==> src/rtl/ps2_rx_fifo_if.sv <==
// Consumer-side bus of the PS/2 receiver: FIFO head, rdy/ack handshake and
// one-cycle status pulses.
interface ps2_rx_fifo_if #(
  parameter int DATA_BITS = 8
);
  logic [DATA_BITS-1:0] code;
  logic                 rdy;
  logic                 ack;
  logic                 parity_error;
  logic                 frame_error;
  logic                 overflow;

  modport master (
    output code, rdy, parity_error, frame_error, overflow,
    input  ack
  );

  modport slave (
    input  code, rdy, parity_error, frame_error, overflow,
    output ack
  );
endinterface

==> src/rtl/ps2_rx_fifo.sv <==
// PS/2 keyboard receiver in the system clock domain: synchronize and filter
// clk_k, decode start/data/parity/stop frames, buffer good codes in a FIFO.
module ps2_rx_fifo #(
  parameter int DATA_BITS   = 8,
  parameter int PARITY_ODD  = 1,
  parameter int FILTER_LEN  = 4,
  parameter int TIMEOUT_CYC = 50000,
  parameter int FIFO_DEPTH  = 4
) (
  input  logic              clk,
  input  logic              rst,
  input  logic              clk_k,
  input  logic              data,
  ps2_rx_fifo_if.master     bus
);
  localparam int AW = $clog2(FIFO_DEPTH);
  localparam int CW = AW + 1;
  localparam int BW = $clog2(DATA_BITS + 1);
  localparam int FW = $clog2(FILTER_LEN + 1);
  localparam logic ODD_L = (PARITY_ODD != 0) ? 1'b1 : 1'b0;
  localparam logic [19:0] TO_LAST = 20'(TIMEOUT_CYC - 1);

  typedef enum logic [1:0] {S_IDLE = 2'd0, S_DATA = 2'd1, S_PARITY = 2'd2, S_STOP = 2'd3} state_t;

  function automatic logic calc_par(input logic [DATA_BITS-1:0] d);
    return ^d;
  endfunction

  logic                 k_meta_r, k_sync_r, d_meta_r, d_sync_r;
  logic                 k_f_r;
  logic [FW-1:0]        flt_cnt_r;
  logic                 flt_hit_s, fall_s, bit_s;
  state_t               state_r, state_nxt_s;
  logic                 stop_ev_s, to_hit_s, parity_ok_s;
  logic [BW-1:0]        bit_cnt_r;
  logic [DATA_BITS-1:0] shift_r;
  logic                 par_r;
  logic [19:0]          to_cnt_r;
  logic                 push_s, pop_s, wr_en_s, full_s, empty_s;
  logic                 fe_nxt_s, pe_nxt_s, ov_nxt_s;
  logic [DATA_BITS-1:0] mem_r [FIFO_DEPTH];
  logic [AW-1:0]        wr_ptr_r, rd_ptr_r, rd_nxt_s;
  logic [CW-1:0]        count_r, count_nxt_s;
  logic [DATA_BITS-1:0] code_r, code_nxt_s;
  logic                 rdy_r, pe_r, fe_r, ov_r;

  // Two-flop synchronizers, preset to the idle bus level.
  always_ff @(posedge clk) begin
    if (rst) begin
      {k_meta_r, k_sync_r, d_meta_r, d_sync_r} <= 4'hF;
    end else begin
      {k_meta_r, k_sync_r} <= {clk_k, k_meta_r};
      {d_meta_r, d_sync_r} <= {data, d_meta_r};
    end
  end

  // The filtered clock follows only after FILTER_LEN consecutive differing samples.
  assign flt_hit_s = (k_sync_r != k_f_r) && (flt_cnt_r == FW'(FILTER_LEN - 1));
  assign fall_s    = flt_hit_s & k_f_r & ~k_sync_r;
  assign bit_s     = d_sync_r;

  // Glitch filter on the synchronized keyboard clock.
  always_ff @(posedge clk) begin
    if (rst) begin
      k_f_r     <= 1'b1;
      flt_cnt_r <= '0;
    end else if (k_sync_r == k_f_r) begin
      flt_cnt_r <= '0;
    end else if (flt_hit_s) begin
      k_f_r     <= k_sync_r;
      flt_cnt_r <= '0;
    end else begin
      flt_cnt_r <= flt_cnt_r + FW'(1);
    end
  end

  assign to_hit_s    = (state_r != S_IDLE) && !fall_s && (to_cnt_r == TO_LAST);
  assign parity_ok_s = (calc_par(shift_r) ^ par_r) == ODD_L;

  // Frame FSM state register.
  always_ff @(posedge clk) begin
    if (rst) state_r <= S_IDLE;
    else     state_r <= state_nxt_s;
  end

  // Frame FSM next-state; advances only on fall events or a timeout.
  always_comb begin
    state_nxt_s = state_r;
    stop_ev_s   = 1'b0;
    if (to_hit_s) begin
      state_nxt_s = S_IDLE;
    end else if (fall_s) begin
      case (state_r)
        S_IDLE:   if (!bit_s) state_nxt_s = S_DATA; else state_nxt_s = S_IDLE;
        S_DATA:   if (bit_cnt_r == BW'(DATA_BITS - 1)) state_nxt_s = S_PARITY;
                  else state_nxt_s = S_DATA;
        S_PARITY: state_nxt_s = S_STOP;
        S_STOP:   begin state_nxt_s = S_IDLE; stop_ev_s = 1'b1; end
        default:  state_nxt_s = S_IDLE;
      endcase
    end else begin
      state_nxt_s = state_r;
    end
  end

  // Bit counter, shift register, parity capture and inter-edge timeout.
  always_ff @(posedge clk) begin
    if (rst) begin
      bit_cnt_r <= '0;
      shift_r   <= '0;
      par_r     <= 1'b0;
      to_cnt_r  <= '0;
    end else begin
      if (state_r == S_IDLE || to_hit_s || fall_s) to_cnt_r <= '0;
      else                                         to_cnt_r <= to_cnt_r + 20'd1;
      if (fall_s) begin
        case (state_r)
          S_IDLE:   bit_cnt_r <= '0;
          S_DATA:   begin
            shift_r   <= {bit_s, shift_r[DATA_BITS-1:1]};
            bit_cnt_r <= bit_cnt_r + BW'(1);
          end
          S_PARITY: par_r <= bit_s;
          default:  bit_cnt_r <= bit_cnt_r;
        endcase
      end
    end
  end

  // FIFO control; a pop frees the slot for a simultaneous push when full.
  always_comb begin
    empty_s     = (count_r == '0);
    full_s      = (count_r == CW'(FIFO_DEPTH));
    push_s      = stop_ev_s & bit_s & parity_ok_s;
    pop_s       = bus.ack & ~empty_s;
    wr_en_s     = push_s & (~full_s | pop_s);
    ov_nxt_s    = push_s & full_s & ~pop_s;
    fe_nxt_s    = (stop_ev_s & ~bit_s) | to_hit_s;
    pe_nxt_s    = stop_ev_s & bit_s & ~parity_ok_s;
    count_nxt_s = count_r + CW'(wr_en_s) - CW'(pop_s);
    rd_nxt_s    = rd_ptr_r + AW'(pop_s);
    if (count_nxt_s == '0)                   code_nxt_s = code_r;
    else if (wr_en_s && wr_ptr_r == rd_nxt_s) code_nxt_s = shift_r;
    else                                     code_nxt_s = mem_r[rd_nxt_s];
  end

  // FIFO storage, pointers and registered outputs.
  always_ff @(posedge clk) begin
    if (rst) begin
      for (int i = 0; i < FIFO_DEPTH; i++) mem_r[i] <= '0;
      wr_ptr_r <= '0;
      rd_ptr_r <= '0;
      count_r  <= '0;
      code_r   <= '0;
      rdy_r    <= 1'b0;
      pe_r     <= 1'b0;
      fe_r     <= 1'b0;
      ov_r     <= 1'b0;
    end else begin
      if (wr_en_s) begin
        mem_r[wr_ptr_r] <= shift_r;
        wr_ptr_r        <= wr_ptr_r + AW'(1);
      end
      rd_ptr_r <= rd_nxt_s;
      count_r  <= count_nxt_s;
      code_r   <= code_nxt_s;
      rdy_r    <= (count_nxt_s != '0);
      pe_r     <= pe_nxt_s;
      fe_r     <= fe_nxt_s;
      ov_r     <= ov_nxt_s;
    end
  end

  assign bus.code         = code_r;
  assign bus.rdy          = rdy_r;
  assign bus.parity_error = pe_r;
  assign bus.frame_error  = fe_r;
  assign bus.overflow     = ov_r;
endmodule

==> src/flat_wrapper.sv <==
// flat-port wrapper written by rule: the top's interface ports become plain ports
module ps2_rx_fifo_flat 
#(
  parameter int DATA_BITS   = 8,
  parameter int PARITY_ODD  = 1,
  parameter int FILTER_LEN  = 4,
  parameter int TIMEOUT_CYC = 50000,
  parameter int FIFO_DEPTH  = 4
)
  (clk, rst, clk_k, data, bus_code, bus_rdy, bus_parity_error, bus_frame_error, bus_overflow, bus_ack);
  ps2_rx_fifo_if #(.DATA_BITS(DATA_BITS)) bus_i ();
  input  logic clk;
  input  logic rst;
  input  logic clk_k;
  input  logic data;
  output wire logic [$bits(bus_i.code)-1:0] bus_code;
  output wire logic [$bits(bus_i.rdy)-1:0] bus_rdy;
  output wire logic [$bits(bus_i.parity_error)-1:0] bus_parity_error;
  output wire logic [$bits(bus_i.frame_error)-1:0] bus_frame_error;
  output wire logic [$bits(bus_i.overflow)-1:0] bus_overflow;
  input wire logic [$bits(bus_i.ack)-1:0] bus_ack;
  assign bus_code = bus_i.code;
  assign bus_rdy = bus_i.rdy;
  assign bus_parity_error = bus_i.parity_error;
  assign bus_frame_error = bus_i.frame_error;
  assign bus_overflow = bus_i.overflow;
  assign bus_i.ack = bus_ack;
  ps2_rx_fifo #(.DATA_BITS(DATA_BITS), .PARITY_ODD(PARITY_ODD), .FILTER_LEN(FILTER_LEN), .TIMEOUT_CYC(TIMEOUT_CYC), .FIFO_DEPTH(FIFO_DEPTH)) u_core (.clk(clk), .rst(rst), .clk_k(clk_k), .data(data), .bus(bus_i));
endmodule
==> config.mk <==
export PLATFORM = sky130hd
export DESIGN_NAME = ps2_rx_fifo_flat
export DESIGN_NICKNAME = d
export VERILOG_FILES = /design/src/rtl/ps2_rx_fifo_if.sv /design/src/rtl/ps2_rx_fifo.sv /design/src/flat_wrapper.sv
export SDC_FILE = /design/constraint.sdc
export NUM_CORES = 1
export LEC_CHECK = 0
export CAP_MARGIN = 25
export CORE_MARGIN = 3
export CORE_UTILIZATION = 40
export DETAILED_ROUTE_END_ITERATION = 10
export PLACE_DENSITY_LB_ADDON = 0.08
export SLEW_MARGIN = 20
export SYNTH_ARGS = -nofsm -noshare
export SYNTH_HDL_FRONTEND = slang
export SYNTH_SLANG_ARGS = --single-unit
==> constraint.sdc <==
create_clock -name clk -period 3.45 [get_ports clk]
set_input_delay 0.69 -clock clk [delete_from_list [all_inputs] [get_ports clk]]
set_output_delay 0.69 -clock clk [all_outputs]
set_load 0.01 [all_outputs]
Yosys cells after proc, flatten, opt, wreduce, memory -nomap -nowiden
Memories as Yosys holds them, arrays and structs flattened. A register that Yosys moved wholly into a read port is not among the register bits.
Cells that the tools add are included.

word-level totals
  register bits after elaboration = 54
  bits in writable memories = 32
  output and inout port bits = 12
  word-level logic and storage cells = 92
  memories = 1

operators by class
  $add $sub $neg = 7
  equal/unequal tests = 9
  multiplexer cells = 15
  bitwise logic cells = 20
  reductions and logical operators = 22

memories
  memory        words  width  read ports  clocked after Yosys merged registers in  write ports  RTL line           text
  u_core.mem_r  4      8      1           1                                        4            ps2_rx_fifo.sv:41  logic [DATA_BITS-1:0] mem_r [FIFO_DEPTH];

operator list
  kind                                                                number
  20-bit by 1-bit adder with 20-bit output (second input constant)    1
  20-bit by 16-bit == test with 1-bit output (second input constant)  1
  1-bit bitwise AND                                                   10
  1-bit 2-to-1 mux                                                    10
  8-bit 2-to-1 mux                                                    1
  2-bit one-hot mux with 4 select lines                               1
  4-bit one-hot mux with 2 select lines                               1
  2-bit AND reduction                                                 4
  8-bit OR reduction                                                  1
  8-bit parity                                                        1
  1-bit NOT                                                           7
  3-bit logical NOT                                                   2
  4-bit by 1-bit adder with 4-bit output (second input constant)      1
  2-bit == test (second input constant)                               2
  4-bit by 3-bit == test with 1-bit output (second input constant)    1
  2-bit 2-to-1 mux                                                    2
  2-bit nonzero test                                                  2
  2-bit OR reduction                                                  2
  3-bit by 1-bit adder with 3-bit output                              1
  3-bit by 1-bit adder with 3-bit output (second input constant)      1
  3-bit by 2-bit == test with 1-bit output (second input constant)    1
  3-bit == test (second input constant)                               1
  1-bit logical AND                                                   3
  3-bit nonzero test                                                  1
  12 further kinds                                                    15

Logic depth before layout (Yosys ltp)
Gate-level depths: netlist of run 1.

  word-level depth = 16
  gate-level depth with buffers = 20

Least setup slack after synthesis of run 1
No wires, ideal clock.

  path type = input to register
  start = input port bus_ack
  end = register u_core.code_r[1], in the netlist u_core.bus.code[1] (read register of u_core.mem_r)
  library setup time = 0.093 ns
  arrival = 3.616 ns
  data required time = 3.357 ns
  slack = -0.260 ns
  cell stages on the path = 16
  path buffers = 2
  cells stage by stage = or4b_1 nor2b_1 nand2_1 ha_1 inv_1 ha_1 inv_1 fa_1 xor2_1 xnor2_1 nand3b_1 and2_1 clkbuf_1 clkbuf_1 nand2_1 o311ai_2

on the way
  word-level cells in the longest chain between the ends = 7
  elaborated cells on any way between the ends = 8
  classes of those cells = add/sub (3); bitwise (3); reduce/logical (2)

RTL lines
  element                                      RTL line            text
  from (decl)                                  flat_wrapper.sv:21  input wire logic [$bits(bus_i.ack)-1:0] bus_ack;
  1-bit bitwise AND *                          ps2_rx_fifo.sv:135  pop_s = bus.ack & ~empty_s;
  1-bit bitwise OR                             ps2_rx_fifo.sv:136  wr_en_s = push_s & (~full_s | pop_s);
  1-bit bitwise AND                            ps2_rx_fifo.sv:136
  3-bit by 1-bit adder with 3-bit output       ps2_rx_fifo.sv:140  count_nxt_s = count_r + CW'(wr_en_s) - CW'(pop_s);
  3-bit by 1-bit subtractor with 3-bit output  ps2_rx_fifo.sv:140
  3-bit logical NOT                            ps2_rx_fifo.sv:142  if (count_nxt_s == '0) code_nxt_s = code_r;
  1-bit logical NOT (no source line)           n/a
  to (decl)                                    ps2_rx_fifo.sv:44   logic [DATA_BITS-1:0] code_r, code_nxt_s;

Every way passes the cells marked *; elsewhere a longest branch is shown, timed or not.
A chain may end at the register's enable or synchronous reset.

Worst setup path after layout of run 1
  start = register u_core.flt_cnt_r[0]
  end = register u_core.code_r[4], in the netlist u_core.bus.code[4] (read register of u_core.mem_r)

on the way
  word-level cells in the longest chain between the ends = 15
  elaborated cells on any way between the ends = 16
  classes of those cells = add/sub (2); eq/ne (1); mux (2); bitwise (5); reduce/logical (6)

RTL lines
  element                                        RTL line            text
  from (decl)                                    ps2_rx_fifo.sv:31   logic [FW-1:0] flt_cnt_r;
  from (signal assigned)                         ps2_rx_fifo.sv:73   flt_cnt_r <= flt_cnt_r + FW'(1);
  3-bit by 2-bit == test with 1-bit output *     ps2_rx_fifo.sv:58   assign flt_hit_s = (k_sync_r != k_f_r) && (flt_cnt_r == FW'(FILTER_LEN - 1));
  1-bit logical AND *                            ps2_rx_fifo.sv:58
  1-bit bitwise AND * (2 in series)              ps2_rx_fifo.sv:59   assign fall_s = flt_hit_s & k_f_r & ~k_sync_r;
  1-bit logical NOT                              ps2_rx_fifo.sv:77   assign to_hit_s = (state_r != S_IDLE) && !fall_s && (to_cnt_r == TO_LAST);
  1-bit logical AND (2 in series)                ps2_rx_fifo.sv:77
  1-bit 2-to-1 mux *                             ps2_rx_fifo.sv:90   if (to_hit_s) begin
  1-bit bitwise AND * (2 in series)              ps2_rx_fifo.sv:134  push_s = stop_ev_s & bit_s & parity_ok_s;
  1-bit bitwise AND *                            ps2_rx_fifo.sv:136
  3-bit by 1-bit adder with 3-bit output *       ps2_rx_fifo.sv:140
  3-bit by 1-bit subtractor with 3-bit output *  ps2_rx_fifo.sv:140
  3-bit logical NOT *                            ps2_rx_fifo.sv:142
  1-bit logical NOT (no source line) *           n/a

Marked as above.

==> impl_metrics.csv, run 1 <==
group,metric,value,unit
setup_path,crit_path_start_kind,"register",
synthesis,yosysWarningCount,0,
global_routing,grt_max_degree,37,
setup_path,critical_path.slowest_cell,"sky130_fd_sc_hd__dfxtp_2",
setup_path,worstPathCellList,"ha_2, ha_2, and3b_1, nand4_1, nor2b_4, nand2_2, ha_4, inv_1, ha_1, inv_1, fa_2, xor2_1, xnor2_1, nand3b_1, and2_4, buf_4, nand3_2, o311ai_2",
clock_network,cts_buf_count,9,
clock_network,cts-root-buf,"sky130_fd_sc_hd__clkbuf_8",
power_and_ir_drop,peakVddDrop,0.3453,mV
synthesis,synth_seq_area_share,52.60,%
synthesis,postSynthAreaPerCell,10.36,µm²
setup_path,critPathCaptureType,"register",
synthesis,synth_enable_flop_cells,32,
global_routing,use_met2,25.80,%
final_layout,num-nets-final,460,
global_routing,globalRoute.busiestLayer,"met2",
placed_design,dp_slack,-0.5766,ns
worst_hold_path,min_delay_path_depth,1,
synthesis,yosys.area_share.xor_xnor,7.681,%
sta,fmaxAchievable,0.3100,GHz
die,ios,17,
final_layout,antenna_cells_inserted,0,
placed_design,hpwl,5.795,mm
clock_network,total_number_of_h_tree_levels,3,
die,die_height,108.3,µm
synthesis,postSynthRegisterBits,94,
routing,route.detailed.drc,0,
global_routing,grt.met3_usage,2.567,%
die,initial_core_utilization,42.06,%
sta,finalSetupViolations,0,
global_routing,first_global_vias,2886,
synthesis,synth_simple_gate_area_share,21.55,%
run_status,status,"finished, final reports clean",
placed_design,placed_cells,564,
routing,routed_wl,8.593,mm
sta,totalNegativeSetupSlack,0,ns
clock_network,cts-root-to-sink-buffers,2,
final_layout,n_fill_cell,948,
synthesis,synth_fa_ha_area_share,2.570,%
die,placement_rows,36,
power_and_ir_drop,power_density,565.8,mW/mm²
sta,timing.hold.ws,0.4053,ns
global_routing,antenna_violations_before_repair,0,
clock_network,cts.clk_slew.worst_paths,0.09,ns
setup_path,worst-setup-path-type,"reg2reg",
synthesis,unique_masters_post_synth,48,
die,floorplan.core_area,0.009955,mm²
worst_hold_path,hold_path_class,"reg2reg",
sta,post-route-min-period,3.226,ns
final_layout,total_area_of_multi_input_combinational_cells,0.001893,mm²
sta,grt_setup_unrepaired,"false",
placed_design,placement.io_buffers,16,
routing,initialDrtViolationCount,113,
synthesis,synth.net_count,417,
sta,fin_crit_sh,93.50,%
sta,timing_max_transition_violations_final,0,
routing,drt_pre_antenna_iters,4,
global_routing,grt_util_met1,21.06,%
setup_path,critical-path-max-stage-delay,0.34,ns
routing,viasPerCell,5.072,
global_routing,grt_util_all_layers,15.99,%
sta,finalHoldViolations,0,
job,drv_cap,0,
final_layout,layout.cell_area.non_filler,0.004977,mm²
power_and_ir_drop,total_power,2.816,mW
final_layout,drive_above_1_share,18.81,%
synthesis,async_flop_share,0,%
clock_network,tritoncts,"yes",
die,dieWidth,108.3,µm
synthesis,syn-cell-area,0.004187,mm²
routing,detail_route.wl_per_cell,14.69,µm
routing,vias,2967,
clock_network,clkSinkCount,94,
die,floorplan.die_area,0.01173,mm²
synthesis,netlist_instances,404,
sta,timing.max_slew.rel_slack,42.26,%
sta,fin_skew,0.01103,ns
final_layout,area.sequential,0.002203,mm²
setup_path,crit_required,3.66,ns
synthesis,dominant_combinational_cell_family_by_area_after_synthesis,"simple AND/OR/NAND/NOR gates",
routing,route.antenna.remaining_nets,0,
placed_design,gp_congestion,0.7520,
final_layout,postLayoutCoreUtil,50.00,%
final_layout,areaGrowthSynthToFinish,18.89,%
final_layout,post_layout_nonfiller_instances,585,
global_routing,grt_overflow,0,
clock_network,clk-insertion-delay-late,0.36,ns
synthesis,synth_ff_type,"sky130_fd_sc_hd__dfxtp_1",
synthesis,multiplexer_fraction_of_the_synthesized_cell_area,5.260,%
synthesis,compound_cell_area_share_of_the_yosys_netlist,6.724,%
setup_path,worst_ep_arrival_time,3.44,ns
sta,tightest_slew,0.8634,ns
placed_design,detailed_place.area,0.004684,mm²
global_routing,grt_pass1_wl,14.33,mm
setup_path,crit_path_max_fanout,6,
sta,final.setup.worst_slack,0.2243,ns
setup_path,ff2ff_path_depth,18,
power_and_ir_drop,static_leak,1.716,nW
-- cell families after synthesis --
| kind of cell | after synthesis |
|---|---|
| adder cells (fa/ha/maj) | 8 |
| multiplexers | 12 |
| AND/OR/NAND/NOR | 181 |
| XOR/XNOR | 32 |
| AO/OA/AOI/OAI | 41 |
| buffers and inverters | 36 |
| flip-flops | 94 |
-- state kept, by name (all words and copies together), names as in the netlist, 2 cells and up, named ones only --
| register | count |
|---|---|
| u_core.wr_ptr_r | 2 |
| u_core.rd_ptr_r | 2 |
| u_core.bus.code | 8 |
| u_core.shift_r | 8 |
| u_core.flt_cnt_r | 3 |
| u_core.to_cnt_r | 20 |
| u_core.count_r | 3 |
| u_core.mem_r | 32 |
| u_core.bit_cnt_r | 4 |
-- worst max-delay path, delay by kind of cell, from the launching register on --
kind                       cells  cell delay, ns
buffers and inverters          3            0.25
AOI/OAI and AO/OA              1            0.12
DFF                            1            0.34
adders and majority gates      5            1.01
and+or+nand+nor                7            0.99
xor gates and xnor gates       2            0.35
-- cells in the final DEF (no fill, tap or decap), drive strengths merged, types with 4 or more instances in the layout --
cell type      instances
buf                   36
nor4                  10
nor2b                  6
xor2                  14
mux2i                  4
o311ai                 8
clkbuf                 9
clkdlybuf4s50         15
and2                  12
and3                   5
nand3                 19
ha                     7
nor3                  14
nand2                 43
o21ai                 11
or2                    6
a21oi                 14
nand2b                 4
inv                   15
xnor2                 17
nor2                  49
mux4                   8
dfxtp                 62
edfxtp                32
-- layout make-up --
class	count	share of cell area, %
Sequential cell	94	44.27
Multi-Input combinational cell	275	38.03
Timing Repair Buffer	52	8.949
Tap cell	133	3.343
Clock buffer	9	2.489
Clock inverter	7	1.785
Inverter	15	1.131
-- cell usage after synthesis, types with 2 or more instances --
library cell	instances	area share (%)
sky130_fd_sc_hd__buf_6	2	0.54
sky130_fd_sc_hd__o311ai_2	2	0.78
sky130_fd_sc_hd__mux2i_1	4	0.96
sky130_fd_sc_hd__ha_1	7	2.1
sky130_fd_sc_hd__edfxtp_1	32	23
sky130_fd_sc_hd__and3_1	5	0.75
sky130_fd_sc_hd__nand3b_1	3	0.54
sky130_fd_sc_hd__clkbuf_1	16	1.4
sky130_fd_sc_hd__a21oi_1	14	1.7
sky130_fd_sc_hd__xor2_1	14	2.9
sky130_fd_sc_hd__buf_1	2	0.18
sky130_fd_sc_hd__nor2_1	49	4.4
sky130_fd_sc_hd__nor3_1	14	1.7
sky130_fd_sc_hd__or3_1	2	0.30
sky130_fd_sc_hd__o311ai_0	3	0.63
sky130_fd_sc_hd__o311ai_1	3	0.63
sky130_fd_sc_hd__nand3_1	18	2.2
sky130_fd_sc_hd__dfxtp_1	62	30
sky130_fd_sc_hd__nand2b_1	4	0.60
sky130_fd_sc_hd__nand4_1	3	0.45
sky130_fd_sc_hd__xnor2_1	15	3.1
sky130_fd_sc_hd__nor2b_1	6	0.90
sky130_fd_sc_hd__nor4_1	10	1.5
sky130_fd_sc_hd__and2_1	11	1.6
sky130_fd_sc_hd__nand2_1	43	3.9
sky130_fd_sc_hd__o31a_1	2	0.42
sky130_fd_sc_hd__o21ai_0	11	1.3
sky130_fd_sc_hd__inv_1	15	1.3
sky130_fd_sc_hd__mux4_2	8	4.3
sky130_fd_sc_hd__or2_2	6	0.90
-- report_power, final --
group          internal, mW  switching [mW]  total [mW]
sequential             1.21          0.0354        1.25
combinational         0.448           0.341       0.788
clock                 0.403           0.380       0.782
total                  2.06           0.756        2.82
-- path summary, 6_finish.rpt --
check	startpoint	slack, ns	to
max	u_core.flt_cnt_r[0]	0.22	u_core.bus.code[4]
min	u_core.flt_cnt_r[0]	0.41	u_core.flt_cnt_r[0]
max reg2reg	u_core.flt_cnt_r[0]	0.22	u_core.bus.code[4]
min reg2reg	u_core.flt_cnt_r[0]	0.41	u_core.flt_cnt_r[0]
-- timing repair --
item,4_1_cts,5_1_grt
setup buffers,4,0
resized for setup,5,9
endpoints found under the setup margin,8,8
cloned,1,0
hold endpoints to repair,0,0
pin swaps,3,5
hold buffers,0,0
-- layer usage --
layer | vias up | part of all wire (%)
met1 | 1413 | 45
met4 | 0 | 2.6
met5 | - | 0
li1 | 1491 | -
met3 | 15 | 3.5
met2 | 48 | 49
Note: power is estimated with default switching activity, not from simulation.
==> run 2: changes to the inputs <==
--- a/config.mk
+++ b/config.mk
@@ -9,7 +9,8 @@
 export CORE_MARGIN = 3
 export CORE_UTILIZATION = 40
 export DETAILED_ROUTE_END_ITERATION = 10
-export PLACE_DENSITY_LB_ADDON = 0.08
+export GPL_TIMING_DRIVEN = 0
+export PLACE_DENSITY_LB_ADDON = 0.25
 export SLEW_MARGIN = 20
 export SYNTH_ARGS = -nofsm -noshare
 export SYNTH_HDL_FRONTEND = slang
==> run 2 against run 1 <==
Compared with the run above:
- die area did not move
- maximum frequency is 3.5% lower
- utilization is 0.50 points lower
==> impl_metrics.csv, run 2 (synthesis results as in run 1) <==
group,metric,value,unit
run_status,status,"finished, final reports clean",
sta,timing_max_transition_violations_final,0,
setup_path,worst_ep_arrival_time,3.57,ns
routing,route.detailed.drc,0,
placed_design,hpwl,5.796,mm
routing,drt_pre_antenna_iters,5,
clock_network,clk-insertion-delay-late,0.36,ns
final_layout,final_cell_mix,"57 x sky130_fd_sc_hd__dfxtp_1, 48 x sky130_fd_sc_hd__nor2_1, 40 x sky130_fd_sc_hd__nand2_1",
power_and_ir_drop,power_switching_share,28.03,%
setup_path,crit_required,3.68,ns
global_routing,antenna_violations_before_repair,0,
global_routing,grt_pass1_wl,13.97,mm
worst_hold_path,hold_path_class,"reg2reg",
worst_hold_path,min_delay_path_depth,1,
final_layout,largest_reg_flops,32,
routing,wl_met1,3.816,mm
power_and_ir_drop,peakVddDrop,0.2543,mV
die,ios,17,
routing,viasPerCell,5.157,
setup_path,critPathCaptureType,"register",
routing,route.met2.wl,4.197,mm
sta,fmaxAchievable,0.2992,GHz
die,placement_rows,36,
setup_path,timing.reg2reg.setup_slack,0.13,ns
setup_path,ff2ff_path_depth,16,
global_routing,grt_overflow,0,
final_layout,layout.cells.most_common,"sky130_fd_sc_hd__dfxtp_1",
clock_network,cts_buf_count,9,
sta,post-route-min-period,3.342,ns
power_and_ir_drop,cellInternalPower,2.002,mW
routing,routed_wl,8.525,mm
setup_path,crit_path_max_fanout,10,
global_routing,first_global_vias,2946,
clock_network,tritoncts,"yes",
clock_network,clkSinkCount,94,
die,initial_core_utilization,42.06,%
routing,dr.max_layer_used,"met4",
clock_network,cts.clk_slew.worst_paths,0.09,ns
final_layout,largest_registers,"u_core.mem_r: 32 flops, u_core.to_cnt_r: 20 flops",
global_routing,grt_max_degree,17,
global_routing,grt_util_all_layers,15.42,%
die,die_height,108.3,µm
power_and_ir_drop,combinationalPowerShare,28.7,%
power_and_ir_drop,power_density,564.4,mW/mm²
sta,timing.hold.ws,0.4141,ns
final_layout,areaGrowthSynthToFinish,17.69,%
die,floorplan.core_area,0.009955,mm²
job,drv_cap,0,
clock_network,total_number_of_h_tree_levels,3,
final_layout,post_layout_nonfiller_instances,580,
power_and_ir_drop,power.sequential.fraction,44.9,%
final_layout,largest_register,"u_core.mem_r",
final_layout,drive_above_1_share,16.78,%
clock_network,cts-hold-fix-buffers,0,
sta,tightest_slew,0.8988,ns
placed_design,placed_cells,552,
sta,fin_crit_sh,96.88,%
final_layout,antenna_cells_inserted,0,
sta,totalNegativeSetupSlack,0,ns
power_and_ir_drop,static_leak,1.643,nW
setup_path,worst-setup-path-type,"in2reg",
routing,detail_route.wl_per_cell,14.70,µm
sta,finalSetupViolations,0,
clock_network,cts-root-to-sink-buffers,2,
die,dieWidth,108.3,µm
placed_design,gp_congestion,0.7872,
clock_network,cts-root-buf,"sky130_fd_sc_hd__clkbuf_8",
routing,initialDrtViolationCount,130,
setup_path,crit_path_start_kind,"input port",
die,floorplan.die_area,0.01173,mm²
power_and_ir_drop,netSwitchingPower,779.5,µW
sta,timing.max_slew.rel_slack,39.68,%
power_and_ir_drop,clockPowerShare,26.4,%
routing,route.antenna.remaining_nets,0,
sta,fin_skew,0.01528,ns
routing,vias,2991,
sta,finalHoldViolations,0,
placed_design,placement.io_buffers,15,
routing,detailroute.wirelength.met3,424,µm
final_layout,num-nets-final,455,
-- run 2: cell count changes in the layout (fill, tap and decap cells not counted), moves of 3 or more --
| cell | delta |
|---|---|
| sky130_fd_sc_hd__buf_4 | -23 |
| sky130_fd_sc_hd__clkbuf_1 | +15 |
| sky130_fd_sc_hd__dfxtp_1 | -4 |
| sky130_fd_sc_hd__dfxtp_2 | +4 |
| sky130_fd_sc_hd__buf_6 | +3 |
| sky130_fd_sc_hd__ha_4 | +3 |
-- run 2: routing by layer --
metal,vias to the layer above,track usage [%]
met1,1421,19.10
met3,6,3.761
met2,80,26.07
met4,0,5.861
met5,-,0
li1,1484,-
-- run 2: area by class of cell --
cell class                 instances  area [µm²]
fill                             910        5027
sequential                        94        2208
multi-input combinational        274        1932
timing repair buffer              28       259.0
tap                              133       166.4
clock buffer                      10       127.6
buffer                            20       108.9
clock inverter                     6       68.82
inverter                          15       56.30
-- run 2: through the flow --
step,util [%],worst slack [ns],cell area [µm²],total power [mW]
finish,49.50,0.1077,4927,2.781
global route,49.50,-0.01736,4927,2.914
CTS,48.69,0.001767,4847,2.712
detailed placement,45.56,-0.6807,4536,1.865
global placement,45.51,-0.6411,4531,1.852
floorplan,-,0.02261,4214,1.697
-- run 2: worst paths after layout --
path	from	endpoint
setup reg to reg	u_core.shift_r[4]	u_core.bus.code[2]
hold reg to reg	u_core.k_meta_r	u_core.k_sync_r
hold / removal	u_core.k_meta_r	u_core.k_sync_r
setup / recovery	bus_ack	u_core.bus.code[2]
-- run 2: worst max-delay path, stage by stage --
cell	delay (ns)
sky130_fd_sc_hd__dlygate4sd2_1	0.26
sky130_fd_sc_hd__or4b_4	0.53
sky130_fd_sc_hd__nor2b_4	0.15
sky130_fd_sc_hd__nand2_4	0.09
sky130_fd_sc_hd__ha_4	0.20
sky130_fd_sc_hd__inv_2	0.06
sky130_fd_sc_hd__ha_4	0.12
sky130_fd_sc_hd__inv_2	0.03
sky130_fd_sc_hd__fa_2	0.34
sky130_fd_sc_hd__xor2_1	0.16
sky130_fd_sc_hd__xnor2_1	0.23
sky130_fd_sc_hd__nand3b_1	0.17
sky130_fd_sc_hd__and2_4	0.22
sky130_fd_sc_hd__buf_8	0.14
sky130_fd_sc_hd__nand3_1	0.06
sky130_fd_sc_hd__o311ai_0	0.11
-- run 2: power by group through the flow --
stage          logic, mW  registers [mW]  clock network, mW
2_1_floorplan      0.419            1.28                  0
3_3_place_gp       0.586            1.27                  0
3_5_place_dp       0.596            1.27                  0
4_1_cts            0.718            1.24              0.751
5_1_grt            0.865            1.26              0.790
6_report           0.797            1.25              0.735
-- run 2: timing repair --
item / 4_1_cts / 5_1_grt
pin swaps: 6 / 9
setup buffers: 10 / 3
gates resized for setup: 13 / 15
endpoints found under the setup margin: 9 / 9
